==> config.mk <==
export PLATFORM = sky130hd
export DESIGN_NAME = midi_uart_rx
export DESIGN_NICKNAME = d
export VERILOG_FILES = /design/src/rtl/midi_pkg.sv /design/src/rtl/midi_rx_fifo.sv /design/src/rtl/midi_uart_rx.sv
export SDC_FILE = /design/constraint.sdc
export NUM_CORES = 1
export LEC_CHECK = 0
export BUFFER_PORTS_ARGS = -buffer_cell sky130_fd_sc_hd__buf_4
export CELL_PAD_IN_SITES_DETAIL_PLACEMENT = 0
export CELL_PAD_IN_SITES_GLOBAL_PLACEMENT = 2
export CORE_ASPECT_RATIO = 1.75
export CORE_UTILIZATION = 39
export DETAILED_ROUTE_END_ITERATION = 8
export MAX_ROUTING_LAYER = met4
export PLACE_DENSITY_LB_ADDON = 0.08
export SLEW_MARGIN = 20
export SYNTH_ARGS = -nofsm -noshare
export SYNTH_HDL_FRONTEND = slang
export SYNTH_SLANG_ARGS = --single-unit
==> constraint.sdc <==
create_clock -name clk -period 2.75 [get_ports clk]
set_input_delay 0.55 -clock clk [delete_from_list [all_inputs] [get_ports clk]]
set_output_delay 0.55 -clock clk [all_outputs]
set_load 0.05 [all_outputs]
==> src/rtl/midi_pkg.sv <==
// Shared MIDI definitions: receiver state encoding, line-rate constants and the
// 2-of-3 vote used when MIDI_UART_RX_MAJORITY_EN is defined.
package midi_pkg;

  typedef enum logic [2:0] {
    IDLE,
    START,
    DATA,
    STOP,
    BREAK
  } rx_state_e;

  localparam int MIDI_BAUD            = 31250;
  localparam int SYS_CLK_HZ           = 100_000_000;
  localparam int DEFAULT_CLKS_PER_BIT = SYS_CLK_HZ / MIDI_BAUD;

  function automatic logic majority3(input logic a, input logic b, input logic c);
    return (a & b) | (a & c) | (b & c);
  endfunction

endpackage

==> src/rtl/midi_rx_fifo.sv <==
// Show-ahead receive FIFO. A push into a full FIFO still lands when the head is
// popped in the same cycle; otherwise it is dropped and flagged on drop_o.
module midi_rx_fifo #(
  parameter int DEPTH = 4
) (
  input  logic                     clk,
  input  logic                     rst_n,
  input  logic                     push_i,
  input  logic [7:0]               data_i,
  input  logic                     pop_i,
  output logic [7:0]               data_o,
  output logic                     valid_o,
  output logic                     full_o,
  output logic [$clog2(DEPTH):0]   fill_o,
  output logic                     drop_o
);

  localparam int AW = $clog2(DEPTH);
  localparam int FW = AW + 1;

  logic [7:0]    mem_q [DEPTH];
  logic [AW-1:0] wr_q, wr_d;
  logic [AW-1:0] rd_q, rd_d;
  logic [FW-1:0] fill_q, fill_d;
  logic          pop;
  logic          accept;

  assign valid_o = (fill_q != '0);
  assign full_o  = (fill_q == FW'(DEPTH));
  assign pop     = pop_i && valid_o;
  assign accept  = push_i && (!full_o || pop);
  assign drop_o  = push_i && full_o && !pop;
  // Storage is not reset, so the head is forced to zero whenever nothing is queued.
  assign data_o  = valid_o ? mem_q[rd_q] : 8'h00;
  assign fill_o  = fill_q;

  always_comb begin
    wr_d   = wr_q;
    rd_d   = rd_q;
    fill_d = fill_q + FW'(accept) - FW'(pop);
    if (accept) wr_d = wr_q + 1'b1;
    if (pop)    rd_d = rd_q + 1'b1;
  end

  always_ff @(posedge clk or negedge rst_n) begin
    if (!rst_n) begin
      wr_q   <= '0;
      rd_q   <= '0;
      fill_q <= '0;
    end else begin
      wr_q   <= wr_d;
      rd_q   <= rd_d;
      fill_q <= fill_d;
    end
  end

  always_ff @(posedge clk) begin
    if (accept) mem_q[wr_q] <= data_i;
  end

endmodule

==> src/rtl/midi_uart_rx.sv <==
// MIDI serial receiver: synchroniser, bit-centre framer and receive FIFO.
// Optional macro MIDI_UART_RX_MAJORITY_EN: 2-of-3 vote around each bit centre.
module midi_uart_rx
  import midi_pkg::*;
#(
  parameter int CLKS_PER_BIT = DEFAULT_CLKS_PER_BIT,
  parameter int FIFO_DEPTH   = 4
) (
  input  logic                          clk,
  input  logic                          rst_n,
  input  logic                          MIDI_RX,
  output logic                          m_valid,
  output logic [7:0]                    m_data,
  input  logic                          m_ready,
  output logic [$clog2(FIFO_DEPTH):0]   fill,
  output logic                          framing_err,
  output logic                          overrun
);

  localparam int HALF = CLKS_PER_BIT / 2;
  localparam int TW   = $clog2(CLKS_PER_BIT);

  localparam logic [TW-1:0] BIT_END  = TW'(CLKS_PER_BIT - 1);
`ifdef MIDI_UART_RX_MAJORITY_EN
  // Start decision waits one extra cycle for the trailing vote sample; every later
  // decision inherits that offset through the timer restart.
  localparam logic [TW-1:0] START_AT = TW'(HALF);
`else
  localparam logic [TW-1:0] START_AT = TW'(HALF - 1);
`endif

  logic          sync_meta_q;
  logic          rxs_q;
  logic          sample_bit;

  rx_state_e     state_q, state_d;
  logic [TW-1:0] timer_q, timer_d;
  logic [2:0]    bit_idx_q, bit_idx_d;
  logic [7:0]    shift_q, shift_d;
  logic          push;
  logic          fe_d;
  logic          framing_err_q;
  logic          overrun_q;
  logic          fifo_drop;
  logic          fifo_full;

  always_ff @(posedge clk or negedge rst_n) begin
    if (!rst_n) begin
      sync_meta_q <= 1'b1;
      rxs_q       <= 1'b1;
    end else begin
      sync_meta_q <= MIDI_RX;
      rxs_q       <= sync_meta_q;
    end
  end

`ifdef MIDI_UART_RX_MAJORITY_EN
  logic [1:0] hist_q;

  always_ff @(posedge clk or negedge rst_n) begin
    if (!rst_n) hist_q <= 2'b11;
    else        hist_q <= {hist_q[0], rxs_q};
  end

  assign sample_bit = majority3(hist_q[1], hist_q[0], rxs_q);
`else
  assign sample_bit = rxs_q;
`endif

  always_comb begin
    state_d   = state_q;
    timer_d   = timer_q;
    bit_idx_d = bit_idx_q;
    shift_d   = shift_q;
    push      = 1'b0;
    fe_d      = 1'b0;
    unique case (state_q)
      IDLE: begin
        timer_d = '0;
        if (!rxs_q) state_d = START;
      end
      START: begin
        if (timer_q == START_AT) begin
          timer_d = '0;
          if (sample_bit) begin
            state_d = IDLE;
          end else begin
            state_d   = DATA;
            bit_idx_d = 3'd0;
          end
        end else begin
          timer_d = timer_q + 1'b1;
        end
      end
      DATA: begin
        if (timer_q == BIT_END) begin
          timer_d   = '0;
          shift_d   = {sample_bit, shift_q[7:1]};
          bit_idx_d = bit_idx_q + 1'b1;
          if (bit_idx_q == 3'd7) state_d = STOP;
        end else begin
          timer_d = timer_q + 1'b1;
        end
      end
      STOP: begin
        if (timer_q == BIT_END) begin
          timer_d = '0;
          if (sample_bit) begin
            push    = 1'b1;
            state_d = IDLE;
          end else begin
            fe_d    = 1'b1;
            state_d = BREAK;
          end
        end else begin
          timer_d = timer_q + 1'b1;
        end
      end
      // A low stop bit usually means a line break; hold here until the line idles.
      BREAK: begin
        if (rxs_q) state_d = IDLE;
      end
      default: state_d = IDLE;
    endcase
  end

  always_ff @(posedge clk or negedge rst_n) begin
    if (!rst_n) begin
      state_q       <= IDLE;
      timer_q       <= '0;
      bit_idx_q     <= '0;
      framing_err_q <= 1'b0;
      overrun_q     <= 1'b0;
    end else begin
      state_q       <= state_d;
      timer_q       <= timer_d;
      bit_idx_q     <= bit_idx_d;
      framing_err_q <= fe_d;
      overrun_q     <= fifo_drop;
    end
  end

  always_ff @(posedge clk) begin
    shift_q <= shift_d;
  end

  midi_rx_fifo #(
    .DEPTH (FIFO_DEPTH)
  ) u_fifo (
    .clk     (clk),
    .rst_n   (rst_n),
    .push_i  (push),
    .data_i  (shift_q),
    .pop_i   (m_ready),
    .data_o  (m_data),
    .valid_o (m_valid),
    .full_o  (fifo_full),
    .fill_o  (fill),
    .drop_o  (fifo_drop)
  );

  assign framing_err = framing_err_q;
  assign overrun     = overrun_q;

endmodule

* Word-level counts from Yosys, hierarchy flattened
Memory sizes are Yosys's and may differ from the RTL's.
Cells that the tools add are included.
W data, S select, Z words.
** Storage, ports and cells
- Word-level logic and storage cells :: 73
- Memory bits (writable) :: 32
- Memories kept :: 1
- Bits in registers :: 37
** Memory list
- u_fifo.mem_q :: depth 4, width 8, rd ports 1, clocked after memory_dff 0, write ports 1, RTL line midi_rx_fifo.sv:21 : logic [7:0] mem_q [DEPTH];
** Operators by class
- Add/sub/neg operators :: 6
- Reductions and logical operators :: 15
- Multiplexer cells :: 25
- Equality and inequality tests :: 15
** Operator list (count)
- $pmux W12 S3 :: 1
- $mux W3 :: 10
- $mux W12 :: 2
- $pmux W3 S5 :: 1
- $ne A2 B2 Y1 const B :: 7
- $add A12 B1 Y12 const B :: 1
- $eq A12 B11 Y1 const B :: 1
- $eq A12 B12 Y1 const B :: 1
- $eq A3 B3 Y1 const B :: 3
- $mux W1 :: 8
- $mux W8 :: 1
- $eq A3 B2 Y1 const B :: 2
- $pmux W3 S2 :: 1
- $reduce_and A6 Y1 :: 1
- $reduce_bool A3 Y1 :: 2
- $add A2 B1 Y2 const B :: 2
- $logic_and A1 B1 Y1 :: 4
- $reduce_and A4 Y1 :: 1
- $add A3 B1 Y3 :: 1
- $add A3 B1 Y3 const B :: 1
- $eq A3 B1 Y1 const B :: 1
- $logic_not A3 Y1 :: 1
- $sub A3 B1 Y3 :: 1
- $logic_not A1 Y1 :: 2
- 5 further kinds :: 5

* Longest topological paths before layout
- Depth after elaboration :: 6
- Depth in mapped cells :: 10

* Cells and area by module
Synthesis repeated with hierarchy kept, for this count alone.
** Unflattened totals
- Cell total of the unflattened synthesis :: 235
- Area, all modules :: 3148.0 sq um
** By module, submodules not included
- midi_rx_fifo :: sequential area each 1136.1 sq um, instances 1, cells each 88, area each 1636.6 sq um
- midi_uart_rx :: sequential area each 793.3 sq um, instances 1, cells each 147, area each 1511.4 sq um

* Least setup slack after synthesis
No wires, ideal clock.
- Path kind :: register -> register
- Start point :: register u_fifo.fill_q[1] (netlist: u_fifo.fill_o[1])
- End point :: register u_fifo.fill_q[2] (netlist: u_fifo.fill_o[2])
- Data required time :: 2608 ps
- Setup time :: 142 ps
- Cell stages (with the launch flop) :: 11
- Clock period less this slack :: 2919 ps
- Slack :: -169 ps
- Data arrival time :: 2777 ps
- Path buffers :: 1
- Cell sequence :: dfrtp_1 > or3_1 > clkbuf_1 > and2_1 > ha_1 > inv_1 > ha_1 > inv_1 > fa_1 > xnor2_1 > xnor2_1
** On the way
- Word-level cells in the longest chain between the ends :: 6
** Ends and longest elaborated chain
- start: declaration :: RTL line midi_rx_fifo.sv:24 : logic [FW-1:0] fill_q, fill_d;
- start signal: assignment :: RTL line midi_rx_fifo.sv:53 : fill_q <= fill_d;
- $reduce_bool A3 Y1 (*) :: RTL line midi_rx_fifo.sv:28 : assign valid_o = (fill_q != '0);
- net m_valid :: RTL line midi_uart_rx.sv:12 : output logic m_valid,
- $logic_and A1 B1 Y1 (*) :: RTL line midi_rx_fifo.sv:30 : assign pop = pop_i && valid_o;
- net u_fifo.pop :: RTL line midi_rx_fifo.sv:25 : logic pop;
- $logic_or A1 B1 Y1 :: RTL line midi_rx_fifo.sv:31 : assign accept = push_i && (!full_o || pop);
- $logic_and A1 B1 Y1 :: RTL line midi_rx_fifo.sv:31
- $add A3 B1 Y3 :: RTL line midi_rx_fifo.sv:40 : fill_d = fill_q + FW'(accept) - FW'(pop);
- $sub A3 B1 Y3 (*) :: RTL line midi_rx_fifo.sv:40
- net u_fifo.fill_d[2] :: RTL line midi_rx_fifo.sv:24
The timed path passes the listed nets; every way through them passes the cells marked *.
A chain may end at the register's enable or synchronous reset.

* Final worst setup path
- Start point :: register timer_q[0]
- End point :: register u_fifo.fill_q[2] (netlist: u_fifo.fill_o[2])
** On the way
- Word-level cells in the longest chain between the ends :: 6
** Ends and longest elaborated chain
- start: declaration :: RTL line midi_uart_rx.sv:37 : logic [TW-1:0] timer_q, timer_d;
- start signal: assignment :: RTL line midi_uart_rx.sv:136 : timer_q <= timer_d;
- $eq A12 B12 Y1 :: RTL line midi_uart_rx.sv:106 : if (timer_q == BIT_END) begin
- $mux W1 :: RTL line midi_uart_rx.sv:106
- $mux W1 :: RTL line midi_uart_rx.sv:77 : unique case (state_q)
- $logic_and A1 B1 Y1 :: RTL line midi_rx_fifo.sv:31
- net u_fifo.accept :: RTL line midi_rx_fifo.sv:26 : logic accept;
- $add A3 B1 Y3 :: RTL line midi_rx_fifo.sv:40
- $sub A3 B1 Y3 :: RTL line midi_rx_fifo.sv:40
- net u_fifo.fill_d[2] :: RTL line midi_rx_fifo.sv:24
The timed path passes the listed nets, and every way through them passes these cells.

==> summary.md <==
| Metric | Value |
|---|---|
| Combinational Power Share | between 20% and 30% |
| Worst Path Max Fanout | 5 |
| Internal | approximately 0.0021 W |
| CP peak stage delay | 0.60 ns |
| Setup TNS | 0 ns |
| CP Launch Type | register |
| NumNets Final | ~260 |
| FILL cells | approximately 680 |
| Seq pwr share | just under 40% |
| Diode count | 0 |
| Number of vias in the routed layout | 1,755 |
| # Max-Cap Violations | 0 |
| Sequential element share of the synthesized area | between 60 and 70% |
| Final Slew Violations | 0 |
| Die area | 8080 um^2 |
| FF-to-FF End | u_fifo.fill_o[2] |
| Core Rows | 42 |
| Via-to-Cell Ratio | 5.21 |
| Asr flop ratio synth | ~42% |
| Most common cell in the netlist | edfxtp_1 |
| Origin of the worst setup path | timer_q[0] |
| Peak supply drop | ~0.00027 V |
| Drt pass-1 iters | 4 |
| Initial Util | 40.0% |
| Hold-fix buffers at CTS | 0 |
| First-pass GRT wire length | 9160 um |
| Global route overflow | 0 |
| Fin util | between 40% and 50% |
| Clk pwr share | 33.1% |
| Routed WL | around 5700 um |
| Required @ worst endpoint | 2.99 ns |
| DRC | 0 |
| Final period utilization | a little over nine tenths |
| Hold Path Class | in2async |
| Wirelength per Cell | roughly 17 um |
| Sw power | around 0.0010 W |
| Die width | roughly 68 um |
| Syn Nets | 223 |
| Worst skew pair latency | 0.32 ns |
| Layout area overhead | 19.9% |
| Multi-input gate area | approximately 1000 um^2 |
| Register area | around 1900 um^2 |
| Critical Path AT | ~2.8 ns |
| Switch share | roughly a third |
| Share of the synthesized area in the top cell type | between 30% and 40% |
| Yosys reg bits | between 60 and 70 |
| Critical-path cell list | ha_2 -> nand3_2 -> or4_1 -> nor3b_4 -> ha_1 -> inv_1 -> fa_1 -> xnor2_1 -> xnor2_1 |
| RR Startpoint | timer_q[0] |
| Crit path to | u_fifo.fill_o[2] |
| Most used cell, CP | xnor2_1 |
| Largest net degree at the start of global routing | 30 |
| Synth Flop Type | edfxtp_1 |
| I/O pins | 18 |
| GR Util All Layers | approximately 17% |
| Critical setup path kind | reg2reg |
| Worst setup margin | roughly 0.16 ns |
| Worst-Margin Slew | around 0.58 ns |
| CP max stage cell | or4_1 |
| Number of synthesized flops with an enable pin | 40 |
| Fmax | roughly 390 MHz |
| Pre-CTS WS | roughly 0.13 ns |
| HPWL after DPL | roughly 4200 um |
| Count of cell types in the netlist | 46 |
| Pwr dens | 875 nW/um^2 |
| RSZ-0062 raised after global routing | false |
| R2R cell count | 9 |
| Iteration-0 DRC Markers | 133 |
| Via count of the first global-routing pass | ~1.8k |
| H-tree levels | 3 |
| Initial antenna violation count | 0 |
| Cells after Synth | 209 |
| Placer Congestion | approximately 0.81 |
| Pleak | between 1 and 1.5 nW |
| Synth warn | 0 |
| CTS tree | yes |
| Final Hold Violating Endpoints | 0 |
| Largest cells by area after synthesis | edfxtp_1 40%, dfrtp_1 22%, mux4_2 6.0% |
| Final Critical Period | roughly 2.6 ns |
| TritonCTS Buffers | 9 |
| Post-DRT Antenna Nets | 0 |
| Critical Path End Type | register |
| CTS root buf | clkbuf_16 |
| Die Span Y | between 100 and 150 um |
| Avg Inst Size Synth | roughly 14 um^2 |
| Core ar. | between 7000 and 8000 um^2 |
| Slew margin rel. | between 60 and 70% |
| Reg clk slew, reported paths | 0.05 ns |
| Port Buffers | 17 |
| Share of cells above drive strength 1 | between 20% and 30% |
| Max Root-Sink Buffers | 2 |
| Synth cell count leaders | 40 x edfxtp_1, 27 x dfrtp_1, 13 x and2_1 |
| CTS sink cnt | 69 |
| Post-Synthesis Cell Area | about 3000 um^2 |
| Final Setup Violations | 0 |
| Clock skew | just under 0.006 ns |
| Flop2flop setup slack | 0.16 ns |
| Status | completed |
| Synth area leader | edfxtp_1 |
[area by class of cell]
class	count	area share [%]
tap	88	3.05
inverter	10	1.04
clock inverter	4	0.625
clock buffer	12	7.12
timing repair buffer	31	6.46
multi-input combinational	123	28.1
sequential	69	53.6
[worst min-delay path by stage]
| stage | end | slack [ns] | depth (start not counted) |
|---|---|---|---|
| 2_1_floorplan | bit_idx_q[0] | 0.25 | 0 |
| 3_3_place_gp | rxs_q | 0.35 | 0 |
| 3_5_place_dp | rxs_q | 0.35 | 0 |
| 4_1_cts | u_fifo.wr_q[0] | 0.17 | 1 |
| 5_1_grt | u_fifo.wr_q[0] | 0.18 | 1 |
| 6_report | u_fifo.wr_q[0] | 0.16 | 1 |
[critical path, delay by kind of cell, from the launching register on]
family | cells | cell delay [ns]
AND/OR/NAND/NOR | 3 | 0.97
adder cells (fa/ha/maj) | 3 | 0.78
flip-flops | 1 | 0.40
XOR/XNOR | 2 | 0.32
buffers and inverters | 1 | 0.05
[power groups by stage]
| stage | clock (W) | combinational, W | sequential [W] |
|---|---|---|---|
| final | 0.00104 | 0.000873 | 0.00124 |
| after CTS | 0.00108 | 0.000887 | 0.00124 |
| after global routing | 0.00113 | 0.000937 | 0.00125 |
| after global placement | 0 | 0.000872 | 0.00126 |
| after detailed placement | 0 | 0.000886 | 0.00126 |
| after floorplan | 0 | 0.000624 | 0.00126 |
[layer usage]
layer / up-vias / GRT usage (%) / routed length (um)
met1: 867 / 15.5 / 2090
met5: - / - / 0
met4: 0 / 7.42 / 102
li1: 855 / - / -
met3: 9 / 4.36 / 124
met2: 24 / 29.7 / 3360
[stage by stage]
step	power (W)	hold WS (ns)	cell area [um^2]	std cells
after floorplan	0.00189	0.254	3010	209
after global placement	0.00213	0.346	3320	321
after detailed placement	0.00215	0.347	3320	321
after CTS	0.00321	0.166	3600	337
after global routing	0.00332	0.181	3600	337
final	0.00315	0.161	3600	337
[state kept, by name, summed over array words and instances, names as in the netlist]
register       cells
rxs_q              1
u_fifo.wr_q        2
u_fifo.mem_q      32
sync_meta_q        1
bit_idx_q          3
timer_q           12
overrun            1
state_q            3
u_fifo.rd_q        2
framing_err        1
shift_q            8
u_fifo.fill_o      3
[repair_timing]
item,in CTS,in global routing
resized for setup,0,1
setup buffers,0,0
hold endpoints to repair,0,0
setup endpoints to repair,0,1
[cell families (layout without fill, tap and decap cells)]
| logic type | count (synthesis) | in the layout | synth area share (%) |
|---|---|---|---|
| and+or+nand+nor | 61 | 61 | 12.9 |
| muxes | 9 | 9 | 6.49 |
| AOI/OAI and AO/OA | 36 | 36 | 7.70 |
| DFF | 69 | 69 | 64.2 |
| buffers and inverters | 17 | 57 | 2.21 |
| adders and majority gates | 10 | 10 | 4.41 |
| xor gates and xnor gates | 7 | 7 | 2.04 |
[layout by cell type, fill, tap and decap left out, types with 2 or more instances in the layout]
master       n
dfstp_2      2
nand2b_1     2
nand3b_1     2
nor3_1       3
nand3_1      7
or3_1        3
mux4_2       8
a22o_2       2
clkbuf_16    9
inv_1        9
xor2_1       2
clkinvlp_4   2
xnor2_1      5
ha_1         8
nor2_1       5
o22ai_1      2
a22o_1       3
o21ai_0      6
buf_4       31
nand2_1     10
and2_1      13
a31oi_1      7
nor4_1       2
clkbuf_8     2
dfrtp_2      3
nand3_2      2
dfrtp_1     24
a21oi_1     11
edfxtp_1    40
clkinv_1     3
Note: power is estimated with default switching activity, not from simulation.
